==> src/rtl/pokey_keyboard_scan.sv <==
`default_nettype none
// ============================================================================
// Module      : pokey_keyboard_scan
// Description : POKEY keyboard matrix scanner. Walks a 6-bit scan address on
//               each keyboard tick, latches the Shift/Control modifiers and
//               debounces the key return line into an 8-bit key code, a
//               one-enabled-cycle interrupt pulse and a key-held flag.
// Revision    : 1.0 - initial release
// ============================================================================
module pokey_keyboard_scan #(
    parameter logic [5:0] SHIFT_ADDR = 6'h3D,
    parameter logic [5:0] CTRL_ADDR  = 6'h3E
) (
    input  logic       clk,
    input  logic       init,
    input  logic       enn,
    input  logic       keybClk,
    input  logic       scan_en,
    input  logic       deb_en,
    input  logic       kr1_n,
    input  logic       kr2_n,
    output logic [5:0] k,
    output logic [7:0] kbcode,
    output logic       key_irq,
    output logic       key_down,
    output logic       shift_down
);

    localparam logic [1:0] c_st_idle    = 2'd0;
    localparam logic [1:0] c_st_confirm = 2'd1;
    localparam logic [1:0] c_st_held    = 2'd2;

    logic [1:0] r_state;
    logic [5:0] r_cnt;
    logic [5:0] r_cmp;
    logic [7:0] r_kbcode;
    logic       r_irq;
    logic       r_shift;
    logic       r_ctrl;

    logic [1:0] w_state_nxt;
    logic       w_step;
    logic       w_down;
    logic       w_at_cmp;
    logic       w_accept;
    logic       w_load_cmp;

    assign w_step   = enn & ~keybClk;
    assign w_down   = ~kr1_n;
    assign w_at_cmp = (r_cnt == r_cmp);

    // Debounce state register, cleared immediately by init.
    always_ff @(negedge clk or posedge init) begin
        if (init) begin
            r_state <= c_st_idle;
        end else begin
            r_state <= w_state_nxt;
        end
    end

    // Next-state decode plus the accept / compare-load strobes. In CONFIRM and
    // HELD every decision is taken only when the counter is back at cmp, so
    // the accepted address is always the current counter value.
    always_comb begin
        w_state_nxt = r_state;
        w_accept    = 1'b0;
        w_load_cmp  = 1'b0;
        if (w_step) begin
            if (!scan_en) begin
                w_state_nxt = c_st_idle;
            end else begin
                case (r_state)
                    c_st_idle: begin
                        if (w_down) begin
                            w_load_cmp = 1'b1;
                            if (deb_en) begin
                                w_state_nxt = c_st_confirm;
                            end else begin
                                w_accept    = 1'b1;
                                w_state_nxt = c_st_held;
                            end
                        end
                    end
                    c_st_confirm: begin
                        if (w_at_cmp) begin
                            if (w_down) begin
                                w_accept    = 1'b1;
                                w_state_nxt = c_st_held;
                            end else begin
                                w_state_nxt = c_st_idle;
                            end
                        end
                    end
                    c_st_held: begin
                        // Without debounce a still-held key is re-accepted
                        // on each pass: the release check and the fresh IDLE
                        // hit collapse into the same step.
                        if (w_at_cmp) begin
                            if (!w_down) begin
                                w_state_nxt = c_st_idle;
                            end else if (!deb_en) begin
                                w_accept = 1'b1;
                            end
                        end
                    end
                    default: w_state_nxt = c_st_idle;
                endcase
            end
        end
    end

    // Scan counter, modifier latches, compare register, key code and IRQ.
    always_ff @(negedge clk or posedge init) begin
        if (init) begin
            r_cnt    <= 6'h00;
            r_cmp    <= 6'h00;
            r_kbcode <= 8'h00;
            r_irq    <= 1'b0;
            r_shift  <= 1'b0;
            r_ctrl   <= 1'b0;
        end else begin
            if (enn) begin
                r_irq <= w_accept;
            end
            if (w_step) begin
                if (!scan_en) begin
                    r_cnt <= 6'h00;
                end else begin
                    r_cnt <= r_cnt + 6'd1;
                    if (r_cnt == SHIFT_ADDR) begin
                        r_shift <= ~kr2_n;
                    end
                    if (r_cnt == CTRL_ADDR) begin
                        r_ctrl <= ~kr2_n;
                    end
                    if (w_load_cmp) begin
                        r_cmp <= r_cnt;
                    end
                    // Modifiers captured before this step's latch update.
                    if (w_accept) begin
                        r_kbcode <= {r_ctrl, r_shift, r_cnt};
                    end
                end
            end
        end
    end

    assign k          = r_cnt;
    assign kbcode     = r_kbcode;
    assign key_irq    = r_irq;
    assign key_down   = (r_state == c_st_held);
    assign shift_down = r_shift;

endmodule
`default_nettype wire

==> config.mk <==
export PLATFORM = sky130hd
export DESIGN_NAME = pokey_keyboard_scan
export DESIGN_NICKNAME = d
export VERILOG_FILES = /design/src/rtl/pokey_keyboard_scan.sv
export SDC_FILE = /design/constraint.sdc
export NUM_CORES = 1
export LEC_CHECK = 0
export CAP_MARGIN = 20
export CORE_MARGIN = 2
export CORE_UTILIZATION = 41
export CTS_CLUSTER_SIZE = 8
export DETAILED_ROUTE_END_ITERATION = 16
export SETUP_SLACK_MARGIN = 0.3
export SYNTH_ARGS = -nofsm -noshare
export SYNTH_HDL_FRONTEND = slang
export SYNTH_SLANG_ARGS = --single-unit
==> constraint.sdc <==
create_clock -name clk -period 3.7 [get_ports clk]
set_input_delay 0.925 -clock clk [delete_from_list [all_inputs] [get_ports clk]]
set_output_delay 0.925 -clock clk [all_outputs]
set_load 0.1 [all_outputs]
### Word-level counts from Yosys, hierarchy flattened

Index checks and enable logic that the tools add are counted.
W data, S select, Z words.

* add/subtract/negate cells: 1
* bitwise operators: 3
* equal/unequal tests: 9
* muxes and demuxes: 20
* reductions and logical operators: 6

Operators by type and width (count)
* $mux W2: 7
* $eq A6 B6 Y1 const B: 2
* $reduce_and A3 Y1: 4
* $mux W1: 10
* $ne A3 B3 Y1 const B: 3
* $add A6 B1 Y6 const B: 1
* $eq A6 B6 Y1: 1
* $mux W6: 1
* $pmux W2 S3: 1
* $reduce_and A5 Y1: 1
* $ne A3 B2 Y1 const B: 1
* $pmux W1 S3: 1
* $eq A2 B1 Y1 const B: 1
* $eq A2 B2 Y1 const B: 1
* $logic_not A2 Y1: 1
* $not A1 Y1: 2
* $and A1 B1 Y1: 1

* word-level logic and storage cells: 46
* output and inout bits: 17
* bits of input ports: 8
* register bits: 25

### Logic depth before layout (Yosys ltp)

* depth after elaboration: 7
* depth in mapped cells: 7
* mapped depth without buffers: 6

==> results.json <==
{
  "synth.top_cell.area_share_pct": 40.6,
  "min_from": "r_cmp[4]$_DFFE_NP0P_",
  "reg2reg_from": "r_state[0]$_DFFE_NP0P_",
  "nets": 242,
  "status": "finished, violations left",
  "synth-seq-cells": 25,
  "endpoint_kind": "primary output",
  "first_iter_violations": 93,
  "violations": "negative setup slack",
  "slowest_delay_ps": 430,
  "drive_gt1_share_pct": 51.3,
  "min_delay_path_depth": 1,
  "syn_area_per_cell_sq_um": 10.1,
  "root_buffer": "clkbuf_8",
  "coreArea_sq_um": 3630,
  "ys_seq_area_share_pct": 40.6,
  "maxCapViolCount": 0,
  "num_io_pins": 25,
  "initial_core_util_pct": 42.4,
  "setup_violations": 31,
  "holdCritPathClass": "reg2reg",
  "p_leak_uw": 0.00119,
  "worst-path-buf-inv": 2,
  "cp_top_family": "flip-flops",
  "gr-total-overflow": 0,
  "critPathSlowestCell": "dfrtn_1",
  "critPathKind": "reg2out",
  "powerDensity_nw_per_um2": 494,
  "reg2reg_to": "kbcode[6]$_DFFE_NP0P_",
  "finalMaxSlewViolations": 0,
  "route.detailed.drc": 0,
  "fp.dieW_microns": 65.3,
  "die_h_microns": 65.3,
  "syn_inst": 153,
  "synth-main-ff-cell": "dfrtn_1",
  "reg2reg_slack_ps": 1760,
  "clk_pin_slew_ps": 60,
  "min_to": "r_cmp[4]$_DFFE_NP0P_",
  "worstMarginPinSlew_ps": 384,
  "cts_tree": "yes",
  "finalClockSkew_ps": 4.13,
  "clkLatencyLatePin_ps": 290,
  "setup_ws_ps": -175,
  "vdd_ir_drop_max_mv": 0.305,
  "path_max_fanout": 2,
  "clock-sinks": 25,
  "clockBufferDepth": 2,
  "areaGrowthSynthToFinish_pct": 75.8,
  "vias": 1554,
  "hold_buffers": 0,
  "yosysWarnings": 0,
  "routed_via_density": 5.67,
  "drt-wirelength-per-cell_microns": 17.8,
  "drt-total-wl_microns": 4880,
  "synthTopCellsByCount": "25 x dfrtn_1, 15 x nand3_1, 12 x mux2i_1, 10 x o21ai_0, 9 x nand4_1",
  "synthesis.nets": 168,
  "dr.pass1.iters": 4,
  "track_usage_pct": 23.4,
  "grt_setup_unrepaired": "true",
  "cp-start-kind": "flop",
  "final.fill_count": 264,
  "slew_headroom_pct": 74.4,
  "cp-startpoint": "r_state[0]$_DFFE_NP0P_",
  "cp_data_required_time_ps": 2770,
  "place_hpwl_microns": 2840,
  "worstPathArrival_ps": 2950,
  "htreeDepth": 1,
  "syn_area_sq_um": 1540,
  "hold_violations": 0,
  "io_buffer_count": 24,
  "gp_congestion": 0.874,
  "grt_max_degree": 26,
  "yosys.cell_count.top_type": "dfrtn_1",
  "path_cells": "inv_2 -> ha_4 -> buf_12",
  "async_reset_ff_share_pct": 100,
  "die_area_sq_um": 4260,
  "synth_edf_count": 0,
  "num_rows": 22,
  "pre_cts_ws_ps": -652,
  "cts-buffers-inserted": 3,
  "antenna_found_initial": 0,
  "synthTopCellsByArea": "dfrtn_1 41%, mux2i_1 7.8%, ha_1 5.7%",
  "drtAntennaViolNets": 0,
  "grt_pass1_wl_microns": 7600,
  "reg2regPathDepth": 8,
  "grt_pass1_vias": 1544,
  "yosysUniqueCellTypes": 35,
  "utilization_pct": 74.5,
  "yosysTopAreaCell": "dfrtn_1",
  "antenna_cells": 0
}
## cells by family after synthesis
group | share of synthesized area (%)
simple gates | 19.9
buf+inv | 4.71
mux | 12.2
fa+ha+maj | 5.69
compound gates | 13.5
flops | 40.6
xor+xnor | 3.41
## cells in the final DEF, fill, tap and decap left out, drive strengths merged, types with 2 or more instances in the layout
cell / instances
buf: 74
dfrtn: 25
nand3: 16
mux2i: 12
nand4: 10
o21ai: 10
o211ai: 8
inv: 8
ha: 7
nor2: 7
xnor2: 6
mux2: 6
and2: 4
clkbuf: 4
nand2: 4
nor2b: 4
a22o: 2
clkdlybuf4s50: 2
nand3b: 2
## metrics by stage
stage	hold WS (ps)	total power [uW]	setup TNS [ps]	instance area (sq um)	instances
after detailed placement	476	1020	-13650	2180	236
after global routing	501	1410	-2880	2710	274
after CTS	480	1260	-1010	2510	260
after floorplan	457	806	-3230	1580	153
after global placement	470	1000	-12790	2180	236
final	482	1340	-1800	2710	274
## cell type report
type	count	area (sq um)	area share (%)
multi-input cells	111	1030	38.2
clock buffers	3	41.3	1.52
repair buffers	78	912	33.7
flip-flops and latches	25	626	23.1
inverters	8	30.0	1.11
clock inverters	1	5.00	0.185
well taps	48	60.1	2.22
## state kept, by name, summed over array words and instances, names as in the netlist
name        flops
shift_down      1
key_irq         1
k               6
r_cmp           6
r_ctrl          1
r_state         2
kbcode          8
## how the worst max path moves through the flow
stage                            end  cells after the start
2_1_floorplan  kbcode[6]$_DFFE_NP0P_                      5
3_3_place_gp   kbcode[6]$_DFFE_NP0P_                      6
3_5_place_dp   kbcode[6]$_DFFE_NP0P_                      6
4_1_cts                     key_down                      3
5_1_grt                     key_down                      3
6_report                    key_down                      3
## per-layer routing
layer	global-route usage, %	part of all wire (%)
met5	0	0
met4	6.25	1.7
met3	3.94	5.5
met2	40.8	54
met1	29.9	39
## report_power, final
part	leakage (uW)	total, uW	internal (uW)	switching [uW]
Combinational	0.000871	803	333	469
Clock	0.0000255	171	75.7	95.7
Sequential	0.000293	362	321	41.6
## repair_timing
action                     in CTS  in global routing
gates resized for setup        49                 26
setup endpoints to repair      42                 41
gates cloned                    1                  0
pin swaps                      12                 12
setup buffers                  19                 14
(Power assumes the default switching activity.)
